`config.mk`:
```
export PLATFORM = sky130hd
export DESIGN_NAME = pic_interrupt_sequencer
export DESIGN_NICKNAME = d
export VERILOG_FILES = /design/src/rtl/pic_interrupt_sequencer.sv
export SDC_FILE = /design/constraint.sdc
export NUM_CORES = 1
export LEC_CHECK = 0
export ABC_AREA = 1
export CORE_ASPECT_RATIO = 0.6
export CORE_MARGIN = 4
export CORE_UTILIZATION = 53
export CTS_CLUSTER_DIAMETER = 150
export DETAILED_ROUTE_END_ITERATION = 12
export PLACE_DENSITY = 0.81
export SLEW_MARGIN = 20
export SYNTH_ARGS = -nofsm -noshare
export SYNTH_HDL_FRONTEND = slang
export SYNTH_SLANG_ARGS = --single-unit
```
`constraint.sdc`:
```
create_clock -name clock -period 3.1 [get_ports clock]
set_input_delay 0.62 -clock clock [delete_from_list [all_inputs] [get_ports clock]]
set_output_delay 0.62 -clock clock [all_outputs]
set_load 0.1 [all_outputs]
```
`src/rtl/pic_interrupt_sequencer.sv`:
```
// 8259-style PIC control sequencer: raises INT, runs the two-pulse INTA
// handshake, drives the vector byte and executes EOI / priority rotation.
module pic_interrupt_sequencer #(
    parameter logic [2:0] ROTATE_RESET = 3'b111
) (
    input  logic       clock,
    input  logic       reset,
    input  logic [7:0] interrupt,
    input  logic       inta_n,
    input  logic       eoi_valid,
    input  logic       eoi_specific,
    input  logic [2:0] eoi_level,
    input  logic       eoi_rotate,
    input  logic       auto_eoi,
    input  logic       auto_rotate,
    input  logic [4:0] vector_base,
    output logic       int_out,
    output logic [7:0] in_service_register,
    output logic [7:0] clear_irr,
    output logic [2:0] priority_rotate,
    output logic [7:0] data_out,
    output logic       data_out_en
);

    typedef enum logic [2:0] {IDLE, REQ, ACK1, ACK2, ACK2_END} state_t;

    state_t     state_q, state_d;
    logic       inta_prev_q;
    logic [7:0] isr_q, isr_d;
    logic [7:0] clear_irr_q, clear_irr_d;
    logic [2:0] rotate_q, rotate_d;
    logic [2:0] lvl_q, lvl_d;
    logic       spurious_q, spurious_d;
    logic [7:0] data_q, data_d;
    logic       data_en_q, data_en_d;
    logic       int_q, int_d;

    logic       fall, rise;
    logic [2:0] req_lvl;
    logic [2:0] search_idx;
    logic       eoi_hit;
    logic [2:0] eoi_clr_lvl;
    logic       aeoi_clr;
    logic [7:0] isr_set, isr_clr;

    always_ff @(posedge clock or posedge reset) begin
        if (reset) begin
            state_q     <= IDLE;
            inta_prev_q <= 1'b1;
            isr_q       <= '0;
            clear_irr_q <= '0;
            rotate_q    <= ROTATE_RESET;
            lvl_q       <= '0;
            spurious_q  <= 1'b0;
            data_q      <= '0;
            data_en_q   <= 1'b0;
            int_q       <= 1'b0;
        end else begin
            state_q     <= state_d;
            inta_prev_q <= inta_n;
            isr_q       <= isr_d;
            clear_irr_q <= clear_irr_d;
            rotate_q    <= rotate_d;
            lvl_q       <= lvl_d;
            spurious_q  <= spurious_d;
            data_q      <= data_d;
            data_en_q   <= data_en_d;
            int_q       <= int_d;
        end
    end

    always_comb begin
        fall = inta_prev_q & ~inta_n;
        rise = ~inta_prev_q & inta_n;

        // Lowest set index wins if the resolver ever presents more than one bit.
        req_lvl = 3'd0;
        for (int i = 7; i >= 0; i--) begin
            if (interrupt[i]) req_lvl = 3'(i);
        end

        // Non-specific EOI searches upward from the level just above the lowest priority.
        eoi_hit     = 1'b0;
        eoi_clr_lvl = 3'd0;
        search_idx  = 3'd0;
        if (eoi_valid) begin
            if (eoi_specific) begin
                eoi_clr_lvl = eoi_level;
                eoi_hit     = isr_q[eoi_level];
            end else begin
                for (int i = 0; i < 8; i++) begin
                    search_idx = rotate_q + 3'd1 + 3'(i);
                    if (!eoi_hit && isr_q[search_idx]) begin
                        eoi_hit     = 1'b1;
                        eoi_clr_lvl = search_idx;
                    end
                end
            end
        end

        state_d     = state_q;
        lvl_d       = lvl_q;
        spurious_d  = spurious_q;
        data_d      = data_q;
        data_en_d   = data_en_q;
        int_d       = int_q;
        clear_irr_d = '0;
        isr_set     = '0;
        aeoi_clr    = 1'b0;

        case (state_q)
            IDLE: begin
                if (interrupt != 8'd0) begin
                    state_d = REQ;
                    int_d   = 1'b1;
                end
            end
            REQ: begin
                if (fall) begin
                    int_d   = 1'b0;
                    state_d = ACK1;
                    if (interrupt != 8'd0) begin
                        lvl_d       = req_lvl;
                        spurious_d  = 1'b0;
                        isr_set     = 8'd1 << req_lvl;
                        clear_irr_d = 8'd1 << req_lvl;
                    end else begin
                        lvl_d      = 3'd7;
                        spurious_d = 1'b1;
                    end
                end else if (interrupt == 8'd0) begin
                    int_d   = 1'b0;
                    state_d = IDLE;
                end
            end
            ACK1: begin
                if (fall) begin
                    state_d   = ACK2;
                    data_d    = {vector_base, lvl_q};
                    data_en_d = 1'b1;
                end
            end
            ACK2: begin
                if (rise) begin
                    state_d   = IDLE;
                    data_d    = '0;
                    data_en_d = 1'b0;
                    aeoi_clr  = auto_eoi & ~spurious_q;
                end
            end
            default: state_d = IDLE;
        endcase

        // Clears apply before the set, so a same-cycle set of the same bit survives.
        isr_clr = (eoi_hit  ? (8'd1 << eoi_clr_lvl) : 8'd0)
                | (aeoi_clr ? (8'd1 << lvl_q)       : 8'd0);
        isr_d   = (isr_q & ~isr_clr) | isr_set;

        rotate_d = rotate_q;
        if (eoi_hit && eoi_rotate)
            rotate_d = eoi_clr_lvl;
        else if (aeoi_clr && auto_rotate)
            rotate_d = lvl_q;
    end

    assign int_out             = int_q;
    assign in_service_register = isr_q;
    assign clear_irr           = clear_irr_q;
    assign priority_rotate     = rotate_q;
    assign data_out            = data_q;
    assign data_out_en         = data_en_q;

endmodule

```
# Yosys cells after proc, flatten, opt, wreduce, memory -nomap -nowiden
# Index checks and enable logic that the tools add are counted.
# classes
n_addsub	8
magnitude_cmp	9
eq_ne	7
shifts	3
n_mux	87
bitwise_logic	10
n_reduce_logical	26
# ops
operator	count
3-bit two-way mux	26
8-bit two-way mux	7
1-bit two-way mux	41
3-bit by 4-bit < comparator with 1-bit output, second input constant	9
1-bit binary-select mux with 3-bit select	9
1-bit by 3-bit left shift with 8-bit output, first input constant	3
8-bit OR	2
8-bit one-hot mux with 2 select lines	1
3-bit adder, second input constant	4
3-bit one-hot mux with 4 select lines	1
1-bit logical AND	9
8-bit AND	1
8-bit zero test	1
8-bit inverter	1
8-bit nonzero test	1
1-bit zero test	7
3-bit by 1-bit adder with 3-bit output, second input constant	2
3-bit by 2-bit adder with 3-bit output, second input constant	2
3-bit by 2-bit equality test with 1-bit output, second input constant	2
2-bit inequality test, second input constant	3
3-bit AND reduction	2
2-bit nonzero test	3
1-bit one-hot mux with 2 select lines	2
4-bit AND reduction	1
6 further kinds	10
# word_totals
ff_bits	37
input_bits	24
output_inout_bits	29
elab_cells	160

# Logic depth before layout (Yosys ltp)
# logic_depth
depth_word	47
ltp_mapped	25
depth_no_buf	22

# Worst setup path after synthesis
# OpenSTA, ideal clock, no wires.
# synth_timing
kind	reg-to-reg
from	register rotate_q[0], in the netlist priority_rotate[0]
to	register isr_q[3], in the netlist in_service_register[3]
setup_time_ns	0.116
t_arrival_ns	3.072
t_required_ns	2.984
slack_ns	-0.088
path_stages_with_launch	23
path_buffers	4
synth_period_minus_slack_ns	3.188
cell_sequence	dfstp_2 > buf_6 > inv_8 > buf_8 > ha_1 > buf_4 > inv_4 > buf_6 > nand3_2 > nand2_1 > nand2_1 > nand2_1 > nand4_4 > nor2_4 > nand3_1 > nand2_1 > nand2_1 > nand2_1 > nand2_2 > nor2_2 > nand2_1 > nand2_1 > nand2_1
# synth_between
elab_chain_len	47
elab_cells_between_ends	78
cone_classes	add/sub (8); shift (1); mux (51); bitwise (4); reduce/logical (14)
# synth_lines
element	line	text
from (decl)	31	logic [2:0] rotate_q, rotate_d;
from (signal assigned)	63	rotate_q <= rotate_d;
3-bit by 1-bit adder with 3-bit output (*)	92	search_idx = rotate_q + 3'd1 + 3'(i);
1-bit binary-select mux with 3-bit select	93	if (!eoi_hit && isr_q[search_idx]) begin
1-bit two-way mux (implied by the code)	93	
1-bit two-way mux	93	
1-bit two-way mux	87	if (eoi_specific) begin
1-bit two-way mux	86	if (eoi_valid) begin
1-bit zero test	93	
1-bit logical AND	93	
[... 32 more ...]	-	
3-bit two-way mux	86	
1-bit by 3-bit left shift with 8-bit output	155	isr_clr = (eoi_hit ? (8'd1 << eoi_clr_lvl) : 8'd0)
8-bit two-way mux (*)	155	
8-bit OR (*)	156	| (aeoi_clr ? (8'd1 << lvl_q) : 8'd0);
8-bit inverter (*)	157	isr_d = (isr_q & ~isr_clr) | isr_set;
8-bit AND (*)	157	
8-bit OR (*)	157	
net isr_d[3]	29	logic [7:0] isr_q, isr_d;
to (signal assigned)	61	isr_q <= isr_d;
to (decl)	29	
# The timed path passes the listed nets; every way through them passes the cells marked *. The select of a mux whose other input is x is not followed.
# A chain may end at the register's enable or synchronous reset.

# Final worst setup path
# layout_timing
from	register rotate_q[0], in the netlist priority_rotate[0]
to	register isr_q[2], in the netlist in_service_register[2]
# The elaborated chain is that of the path after synthesis.

==> reports/results.ini <==
[run_status]
status=finished clean

[route]
vias=3025
wl_per_cell_um=14.39
wl_met1_um=3896
dr_wl_met2_um=2867
first_pass_iters=7
vias_per_cell=5.431
postRouteAntennaNets=0
top_layer=met4
drcViolationCount=0
drtIter0Drc=382
wl_met3_um=1154
wl_um=8014

[synthesis]
synthCells=424
yosysSeqAreaShare_pct=32.42
syn_nets=450
synth-seq-cells=36
ys_types=38
syn_area_per_cell_um2=6.589
syn_area_um2=2794
yosysWarnings=0

[clock_tree]
path_clk_slew_ns=0.07
clockBufferDepth=2
cts_max_level=2
numCtsBuffers=5
cts.sinks=36
cts_tree=done
cts_root_buffer=clkbuf_8
clk_latency_ns=0.28
cts-hold-fix-buffers=0

[floorplanning]
initial_core_util_pct=55.00
fp.coreArea_um2=5080
chipWidth_um=101.7
core.rowCount=20
die_y_um=64.24
ios=53
die_area_um2=6535

[placement]
dpl_cell_area_um2=3351
gp_congestion=0.9811
io_buffers=52
pre_cts_slack_ns=0.1114
place_hpwl_um=6315

[sta]
fin_ws_ns=0.2002
setup_viol=0
finalHoldViolations=0
fmax_ghz=0.3449
slew_headroom_pct=70.52
slew_viol_final=0
min_period_over_period_pct=93.54
min_period_ns=2.900
worstMarginPinSlew_ns=0.4406
fin_skew_ns=0.003671

[worst_setup_path]
critPathRequiredTime_ns=3.27
critPathKind=reg -> reg
cp_slowest_cell=dfstp_4
cp.arrival_ns=3.07
slowest_delay_ns=0.66
cp_cell_sequence=inv_8 > ha_4 > buf_4 > nand3_1 > nand3_2 > nand2_2 > buf_4 > nor2_4 > nand4_4 > nor2_4 > nand3_1 > nand2_1 > nand2_2 > a21oi_2 > nand3_1 > nand2_1 > nand2_1
cp-end-kind=flop
path_max_fanout=16
start_kind=flop

[final_layout]
drive_gt1_share_pct=20.77
final_util_pct=69.21
finish.instance_area_um2=3516
antenna_cells=0
areaGrowthSynthToFinish_pct=25.84
final_nets=516

[global_routing]
grt_max_degree=37
grt_pass1_wl_um=13250
grt_antenna_before_repair=0
overflow=0
grt_pass1_vias=2697
grt_use_total_pct=25.84

[hold_path]
min_path_type=reg -> reg

[run]
max-cap-violations=0

## area by class of cell
type	count	area [um2]
tap	66	82.58
clock inverter	1	5.005
timing repair buffer	65	558.0
multi-input combinational	312	1612
fill	429	1564
sequential	36	909.6
inverter	70	272.8
clock buffer	7	76.32
## worst max-delay path, delay by kind of cell, from the launching register on
| family | cells | cell delay [ns] |
|---|---|---|
| buffers and inverters | 3 | 0.36 |
| and+or+nand+nor | 12 | 1.21 |
| AOI/OAI and AO/OA | 1 | 0.24 |
| adders and majority gates | 1 | 0.31 |
| DFF | 1 | 0.66 |
## layout by cell type (no fill, tap or decap), types with 4 or more instances in the layout
master	instances
nand2_2	15
clkdlybuf4s50_1	23
nand3_2	6
nor3_1	6
a21oi_1	16
inv_1	60
buf_4	41
o21ai_1	4
nand2_4	6
dfrtp_1	32
a21oi_2	4
nor2_4	5
nand3_1	48
nor2_1	27
o21ai_0	11
nand2_1	137
a41oi_1	6
clkbuf_8	5
inv_2	5
## through the flow
step	cells	hold slack, ns	setup TNS (ns)
floorplan	424	0.4809	0
global placement	547	0.4559	0
detailed placement	547	0.4701	0
CTS	555	0.4884	0
global route	557	0.5036	-0.01406
finish	557	0.4953	0
## sequential cells by signal (all words and copies together), names as in the netlist
signal               flops
clear_irr                8
data_out                 8
data_out_en              1
in_service_register      8
int_out                  1
inta_prev_q              1
lvl_q                    3
priority_rotate          3
spurious_q               1
state_q                  2
## layer usage
metal / vias to the layer above / global-route usage, %
met5: - / 0
met3: 16 / 9.160
li1: 1491 / -
met2: 194 / 32.00
met1: 1324 / 42.74
met4: 0 / 2.156
## Yosys cell counts
library cell	number	share of area (%)
inv_2	5	0.67
clkinv_1	3	0.40
buf_6	3	1.2
nand3_2	5	1.8
inv_1	60	8.1
nor2_1	28	3.8
nand2_2	17	3.8
dfrtp_1	32	29
a21boi_0	1	0.27
buf_8	1	0.54
a31oi_1	1	0.22
nand4_4	1	0.76
nand4_1	3	0.67
buf_4	1	0.27
o21ai_1	4	0.72
nor3_1	6	1.1
a21boi_1	1	0.27
a41oi_1	6	1.9
nand4_2	1	0.45
a21oi_1	17	3.0
nor2_2	2	0.45
nor2_4	4	1.6
a22oi_1	2	0.54
nand2_1	139	19
clkbuf_1	1	0.13
ha_1	2	0.90
o21a_1	1	0.27
o21ai_0	11	2.0
inv_8	1	0.40
nand2_4	2	0.81
inv_4	1	0.22
nand3_4	1	0.63
o41ai_1	2	0.63
a21oi_2	3	0.94
nor4_1	2	0.45
o2111ai_1	1	0.31
dfstp_2	4	3.8
nand3_1	49	8.8
## worst paths after layout
kind                                                startpoint  cells after the start                                to  slack [ns]
worst max-delay path            priority_rotate[0]$_DFFE_PP1P_                     17  in_service_register[2]$_DFF_PP0_        0.20
worst min-delay path                       int_out$_DFFE_PP0P_                      2               int_out$_DFFE_PP0P_        0.50
worst max register to register  priority_rotate[0]$_DFFE_PP1P_                     17  in_service_register[2]$_DFF_PP0_        0.20
worst min register to register             int_out$_DFFE_PP0P_                      2               int_out$_DFFE_PP0P_        0.50
max in group asynchronous                                reset                      3             inta_prev_q$_DFF_PP1_        2.03
min in group asynchronous                                reset                      3           data_out_en$_DFFE_PP0P_        0.74
## logic make-up (layout without fill, tap and decap cells)
group           Yosys count  after routing  synth area share (%)
fa+ha+maj                 2              2                0.8955
compound gates           50             50                 11.06
simple gates            260            260                 43.71
buf+inv                  76            143                 11.91
flops                    36             36                 32.42
## what timing repair did
action / in CTS / in global routing
resized for setup: 0 / 16
endpoints found under the setup margin: 0 / 11
buffers inserted: 0 / 2
Power is left out: the tool's default activity adds up to more than one toggle a clock period on the data nets, which glitch-free logic cannot reach.
